`config.mk`:
```
export PLATFORM = sky130hd
export DESIGN_NAME = braid_dispense_seq
export DESIGN_NICKNAME = d
export VERILOG_FILES = /design/src/rtl/braid_dispense_pkg.sv /design/src/rtl/braid_dispense_seq_dwell_counter.sv /design/src/rtl/braid_dispense_seq.sv
export SDC_FILE = /design/constraint.sdc
export NUM_CORES = 1
export LEC_CHECK = 0
export CAP_MARGIN = 5
export CORE_UTILIZATION = 54
export CTS_BUF_LIST = sky130_fd_sc_hd__clkbuf_8
export DETAILED_ROUTE_END_ITERATION = 8
export GPL_TIMING_DRIVEN = 0
export PLACE_DENSITY = 0.87
export REMOVE_ABC_BUFFERS = 1
export SLEW_MARGIN = 5
export SYNTH_ARGS = -nofsm -noshare
export SYNTH_HDL_FRONTEND = slang
export SYNTH_SLANG_ARGS = --single-unit
```
`constraint.sdc`:
```
create_clock -name clk -period 5.33 [get_ports clk]
set_input_delay 1.066 -clock clk [delete_from_list [all_inputs] [get_ports clk]]
set_output_delay 1.066 -clock clk [all_outputs]
set_load 0.03 [all_outputs]
```
`src/rtl/braid_dispense_pkg.sv`:
```
// Shared types and width helpers for the braid dispense sequencer.
package braid_dispense_pkg;

    typedef enum logic [2:0] {
        StIdle,
        StOn,
        StOff,
        StSettle,
        StDrain,
        StDone
    } state_e;

    // Channel index width; never narrower than one bit.
    function automatic int unsigned ch_width(input int unsigned n);
        return (n > 1) ? $clog2(n) : 1;
    endfunction

    function automatic int unsigned max2(input int unsigned a, input int unsigned b);
        return (a > b) ? a : b;
    endfunction

    // Phase counter width: one spare bit above the longest phase length.
    function automatic int unsigned phase_width(input int unsigned on_cyc,
                                                input int unsigned off_cyc,
                                                input int unsigned settle_cyc,
                                                input int unsigned drain_cyc);
        return $clog2(max2(max2(on_cyc, off_cyc), max2(settle_cyc, drain_cyc))) + 1;
    endfunction

endpackage

```
`src/rtl/braid_dispense_seq_dwell_counter.sv`:
```
// Loadable down-counter that parks at zero; zero marks the last cycle of a phase.
module dwell_counter #(
    parameter int unsigned Width = 4
) (
    input  logic             clk,
    input  logic             rst_n,
    input  logic             load,
    input  logic [Width-1:0] load_val,
    output logic             zero
);

    logic [Width-1:0] cnt_q, cnt_d;

    // Load on phase entry, otherwise count down and hold at zero.
    always_comb begin
        cnt_d = cnt_q;
        if (load) begin
            cnt_d = load_val;
        end else if (cnt_q != '0) begin
            cnt_d = cnt_q - Width'(1);
        end
    end

    // Count register with synchronous active-low reset.
    always_ff @(posedge clk) begin
        if (!rst_n) begin
            cnt_q <= '0;
        end else begin
            cnt_q <= cnt_d;
        end
    end

    assign zero = (cnt_q == '0);

endmodule

```
`src/rtl/braid_dispense_seq.sv`:
```
// Dispense sequencer for a 16-input mixer braid: pulse-trains one inlet per
// command, then settles, drains and reports completion at the end of a round.
module braid_dispense_seq
    import braid_dispense_pkg::*;
#(
    parameter int unsigned N_IN         = 16,
    parameter int unsigned DEPTH        = 4,
    parameter int unsigned VOL_W        = 8,
    parameter int unsigned PULSE_ON     = 2,
    parameter int unsigned PULSE_OFF    = 2,
    parameter int unsigned STAGE_SETTLE = 8,
    parameter int unsigned DRAIN_CYC    = 6,
    localparam int unsigned CH_W        = ch_width(N_IN)
) (
    input  logic             clk,
    input  logic             rst_n,
    input  logic             cmd_valid,
    output logic             cmd_ready,
    input  logic [CH_W-1:0]  cmd_chan,
    input  logic [VOL_W-1:0] cmd_vol,
    input  logic             cmd_last,
    output logic [N_IN-1:0]  valve_en,
    output logic             pump,
    output logic             out_valve_en,
    output logic             busy,
    output logic             done,
    output logic             err
);

    localparam int unsigned SettleCyc = DEPTH * STAGE_SETTLE;
    localparam int unsigned PhW = phase_width(PULSE_ON, PULSE_OFF, SettleCyc, DRAIN_CYC);

    // Counter reaches zero in the final cycle of a phase, so load length-1.
    localparam logic [PhW-1:0] OnLoad     = PhW'(PULSE_ON - 1);
    localparam logic [PhW-1:0] OffLoad    = PhW'(PULSE_OFF - 1);
    localparam logic [PhW-1:0] SettleLoad = PhW'(SettleCyc - 1);
    localparam logic [PhW-1:0] DrainLoad  = PhW'(DRAIN_CYC - 1);

    state_e           state_q, state_d;
    logic [CH_W-1:0]  chan_q, chan_d;
    logic [VOL_W-1:0] vol_q, vol_d;
    logic             last_q, last_d;
    logic             err_q, err_d;

    logic             ph_load;
    logic [PhW-1:0]   ph_val;
    logic             ph_zero;
    logic             chan_bad;

    assign chan_bad = (32'(cmd_chan) >= N_IN);

    dwell_counter #(
        .Width (PhW)
    ) u_phase (
        .clk      (clk),
        .rst_n    (rst_n),
        .load     (ph_load),
        .load_val (ph_val),
        .zero     (ph_zero)
    );

    // Next-state, command latching and phase counter loads.
    always_comb begin
        state_d = state_q;
        chan_d  = chan_q;
        vol_d   = vol_q;
        last_d  = last_q;
        err_d   = err_q;
        ph_load = 1'b0;
        ph_val  = '0;
        unique case (state_q)
            StIdle: begin
                if (cmd_valid) begin
                    chan_d = cmd_chan;
                    vol_d  = cmd_vol;
                    last_d = cmd_last;
                    if (chan_bad || (cmd_vol == '0)) begin
                        err_d = err_q | chan_bad;
                        if (cmd_last) begin
                            state_d = StSettle;
                            ph_load = 1'b1;
                            ph_val  = SettleLoad;
                        end
                    end else begin
                        state_d = StOn;
                        ph_load = 1'b1;
                        ph_val  = OnLoad;
                    end
                end
            end
            StOn: begin
                if (ph_zero) begin
                    state_d = StOff;
                    ph_load = 1'b1;
                    ph_val  = OffLoad;
                end
            end
            StOff: begin
                if (ph_zero) begin
                    vol_d = vol_q - VOL_W'(1);
                    if (vol_q != VOL_W'(1)) begin
                        state_d = StOn;
                        ph_load = 1'b1;
                        ph_val  = OnLoad;
                    end else if (last_q) begin
                        state_d = StSettle;
                        ph_load = 1'b1;
                        ph_val  = SettleLoad;
                    end else begin
                        state_d = StIdle;
                    end
                end
            end
            StSettle: begin
                if (ph_zero) begin
                    state_d = StDrain;
                    ph_load = 1'b1;
                    ph_val  = DrainLoad;
                end
            end
            StDrain: begin
                if (ph_zero) begin
                    state_d = StDone;
                end
            end
            StDone: begin
                state_d = StIdle;
            end
            default: begin
                state_d = StIdle;
            end
        endcase
    end

    // State and latched command registers with synchronous reset.
    always_ff @(posedge clk) begin
        if (!rst_n) begin
            state_q <= StIdle;
            chan_q  <= '0;
            vol_q   <= '0;
            last_q  <= 1'b0;
            err_q   <= 1'b0;
        end else begin
            state_q <= state_d;
            chan_q  <= chan_d;
            vol_q   <= vol_d;
            last_q  <= last_d;
            err_q   <= err_d;
        end
    end

    // Outputs decode only registered state, so cmd_* never reaches them combinationally.
    always_comb begin
        valve_en     = '0;
        pump         = 1'b0;
        out_valve_en = 1'b0;
        done         = 1'b0;
        if ((state_q == StOn) || (state_q == StOff)) begin
            valve_en = N_IN'(1) << chan_q;
        end
        if (state_q == StOn) begin
            pump = 1'b1;
        end
        if (state_q == StDrain) begin
            out_valve_en = 1'b1;
        end
        if (state_q == StDone) begin
            done = 1'b1;
        end
    end

    assign cmd_ready = (state_q == StIdle);
    assign busy      = (state_q != StIdle);
    assign err       = err_q;

endmodule

```
==> metrics <==
crit start category flip-flop; share of cells above drive strength 1 between 4 and 5%; Mapped Cells around 200; CP Max Fanout 10; Final Critical Period between 3000 and 4000 ps; Fmax 0.2991 GHz; cell breakdown of the critical path xnor2_1 -> nor4_1 -> nor3b_1 -> clkdlybuf4s50_1; hold path cells 2; via/cell ratio 6.173; CP arrival between 2000 and 2500 ps; die width 53.87 um; most frequent cell after synthesis nor2_1; sequential cell area fraction in the yosys report 30.32%; Worst Setup End Kind output pin; fin crit share 62.72%; Synth top cells by count nor2_1 (33), dfxtp_1 (22), nand2_1 (20); CTS tree yes; Internal 0.4657 mW; per-cell routed wire length 14.50 um; max-cap violations 0; switch share 46.67%; worst reg2reg path endpoint u_phase.cnt_q[3]$_SDFFE_PN0P_; Critical R2R Launch u_phase.cnt_q[2]$_SDFFE_PN0P_; Setup CP Type flip-flop to output pin; Final Max Slew Viols 0; Syn Std Cell Area ~1500 um2; sequential share of power 31.5%; first-pass GRT wire length 5.851 mm; unrepaired setup endpoints after global routing no; P_leak 0.6473 nW; Port Buffer Count 36; DRT Wirelength 3.771 mm; Layout area overhead 27.56%; Crit-path slowest cell clkdlybuf4s50_1; clock root buffer clkbuf_8; largest net degree at the start of global routing 18; via count 1605; CTS clock-pin slew for the worst setup and hold paths 80 ps; post_cts resized 0; initial antenna violation count 0; H-tree levels 1; Final Instance Area 1853 um2; Slew Limit Headroom about a third; Syn Area/Cell 7.227 um2; dpl hpwl between 2 and 3 mm; Net Sw Power 0.4076 mW; crit-path max cell delay 690 ps; Distinct cells, synth 40; Post-synth EDFFs 0; routability-driven placement congestion ratio 0.9073; TNS Setup 0 ps; starting density of the core 58.11%; die area approximately 2900 um2; Max VDD drop 324.8 uV; # clock sinks 22; global route overflow 0; clk_skew between 4 and 5 ps; outcome completed; ANT cells 0; Slew @ Worst Pin between 900 and 1000 ps; vias in the first global route 1408; # Post-CTS Setup Buffers 0; WP data required ~4300 ps; Worst R2R Setup Slack 2880 ps; Async S/R FF share, synth 0%; Die Y between 50 and 60 um; residual DRC count 0; Yosys reg bits 22; area leader, netlist dfxtp_1; Pre-Repair DR Iteration Count 4; Rows 18; share of Yosys cell area claimed by the top area cell type slightly above 30%; Hold Buf Count CTS 0; Core Box Area 2500 um2; CTS max path bufs 2; Post-DP Area 1807 um2; Main synth FF type dfxtp_1; Final setup violation count 0; Skew-Pair Late Insertion Delay around 260 ps; synth top area cells dfxtp_1 (30%), nor2_1 (8.5%), nand2_1 (5.2%); Buf/Inv on CP 1; Worst Reg-to-Reg Cells 4; yosys warns 0; Final Hold Violating Endpoints 0; Top Family by Delay on Critical Path buffers and inverters; Clk pwr share 11.6%; Comb pwr share 57.0%; cts bufs inserted 3; fin nets about 250; DRT antenna net count 0; initial DRC count 52; hold path endpoint chan_q[1]$_SDFFE_PN0P_; num ports 38; PD cells 471.3 nW/um2; Hold Crit Start chan_q[1]$_SDFFE_PN0P_; gr usage total 27.54%; worst hold path class flip-flop to flip-flop
## final cells by class
class | count | area [um2]
timing repair buffer | 36 | 360.3
fill | 190 | 646.9
tap | 30 | 37.54
clock buffer | 3 | 41.29
inverter | 8 | 30.03
multi-input combinational | 161 | 943.4
sequential | 22 | 440.4
## cell usage in the layout, fill, tap and decap left out, types with 2 or more instances in the layout
cell,n
a31oi_1,5
nor4_1,6
nand4_1,2
nand2b_1,4
o311ai_0,2
o21a_1,2
nor3_1,6
o31ai_1,3
nand2_1,20
nand3b_1,3
dfxtp_1,22
nor2_1,33
or4_1,2
nand3_1,9
and3_1,3
xnor2_1,5
a21oi_1,14
o22ai_1,2
o21ai_0,10
inv_1,8
ha_1,4
clkdlybuf4s50_1,36
clkbuf_8,3
nor2b_1,3
a211oi_1,8
## layer usage
layer  wire (um)  part of all wire, %  GRT usage, %
met5           0                    0             0
met2        1879                   50         47.94
met3         197                  5.2         4.520
met4          27                 0.72         13.60
met1        1666                   44         32.20
## cells by family after synthesis
kind of cell,share of synthesized area [%]
buf+inv,5.082
compound gates,23.69
other cells,0.2582
simple gates,33.59
fa+ha+maj,3.445
xor+xnor,3.618
flops,30.32
## how the worst max path moves through the flow
stage | start | to | cells after the start
2_1_floorplan | state_q[1]$_SDFFE_PN0P_ | valve_en[0] | 3
3_3_place_gp | cmd_valid | u_phase.cnt_q[3]$_SDFFE_PN0P_ | 5
3_5_place_dp | cmd_valid | u_phase.cnt_q[3]$_SDFFE_PN0P_ | 5
4_1_cts | state_q[0]$_SDFFE_PN0P_ | valve_en[0] | 4
5_1_grt | state_q[0]$_SDFFE_PN0P_ | valve_en[0] | 4
6_report | state_q[0]$_SDFFE_PN0P_ | valve_en[0] | 4
## worst register-to-register path, cell delays in order (launching register included)
cell,delay (ps)
dfxtp_1,350
nor4_1,730
nand2_1,430
o31ai_1,640
a211oi_1,160
## metrics by stage
step | util [%] | std cells | worst slack [ps] | hold slack, ps | power, mW
final | 74.12 | 260 | 1987 | 503.9 | 0.8733
after global routing | 74.12 | 260 | 1841 | 528.6 | 0.9371
after CTS | 73.92 | 260 | 1996 | 503.3 | 0.8670
after detailed placement | 72.27 | 257 | 2015 | 490.4 | 0.7656
after global placement | 72.27 | 257 | 2012 | 473.8 | 0.7431
after floorplan | - | 191 | 2635 | 458.0 | 0.6309
## state kept, by name (all words and copies together), names as in the netlist
signal / cells
state_q: 3
chan_q: 4
last_q: 1
vol_q: 8
u_phase.cnt_q: 6
## power by group through the flow
stage | clock network (mW) | registers, mW | logic, mW
2_1_floorplan | 0 | 0.262 | 0.369
3_3_place_gp | 0 | 0.273 | 0.470
3_5_place_dp | 0 | 0.275 | 0.490
4_1_cts | 0.103 | 0.273 | 0.492
5_1_grt | 0.108 | 0.283 | 0.546
6_report | 0.101 | 0.275 | 0.497
(Power assumes the default switching activity.)
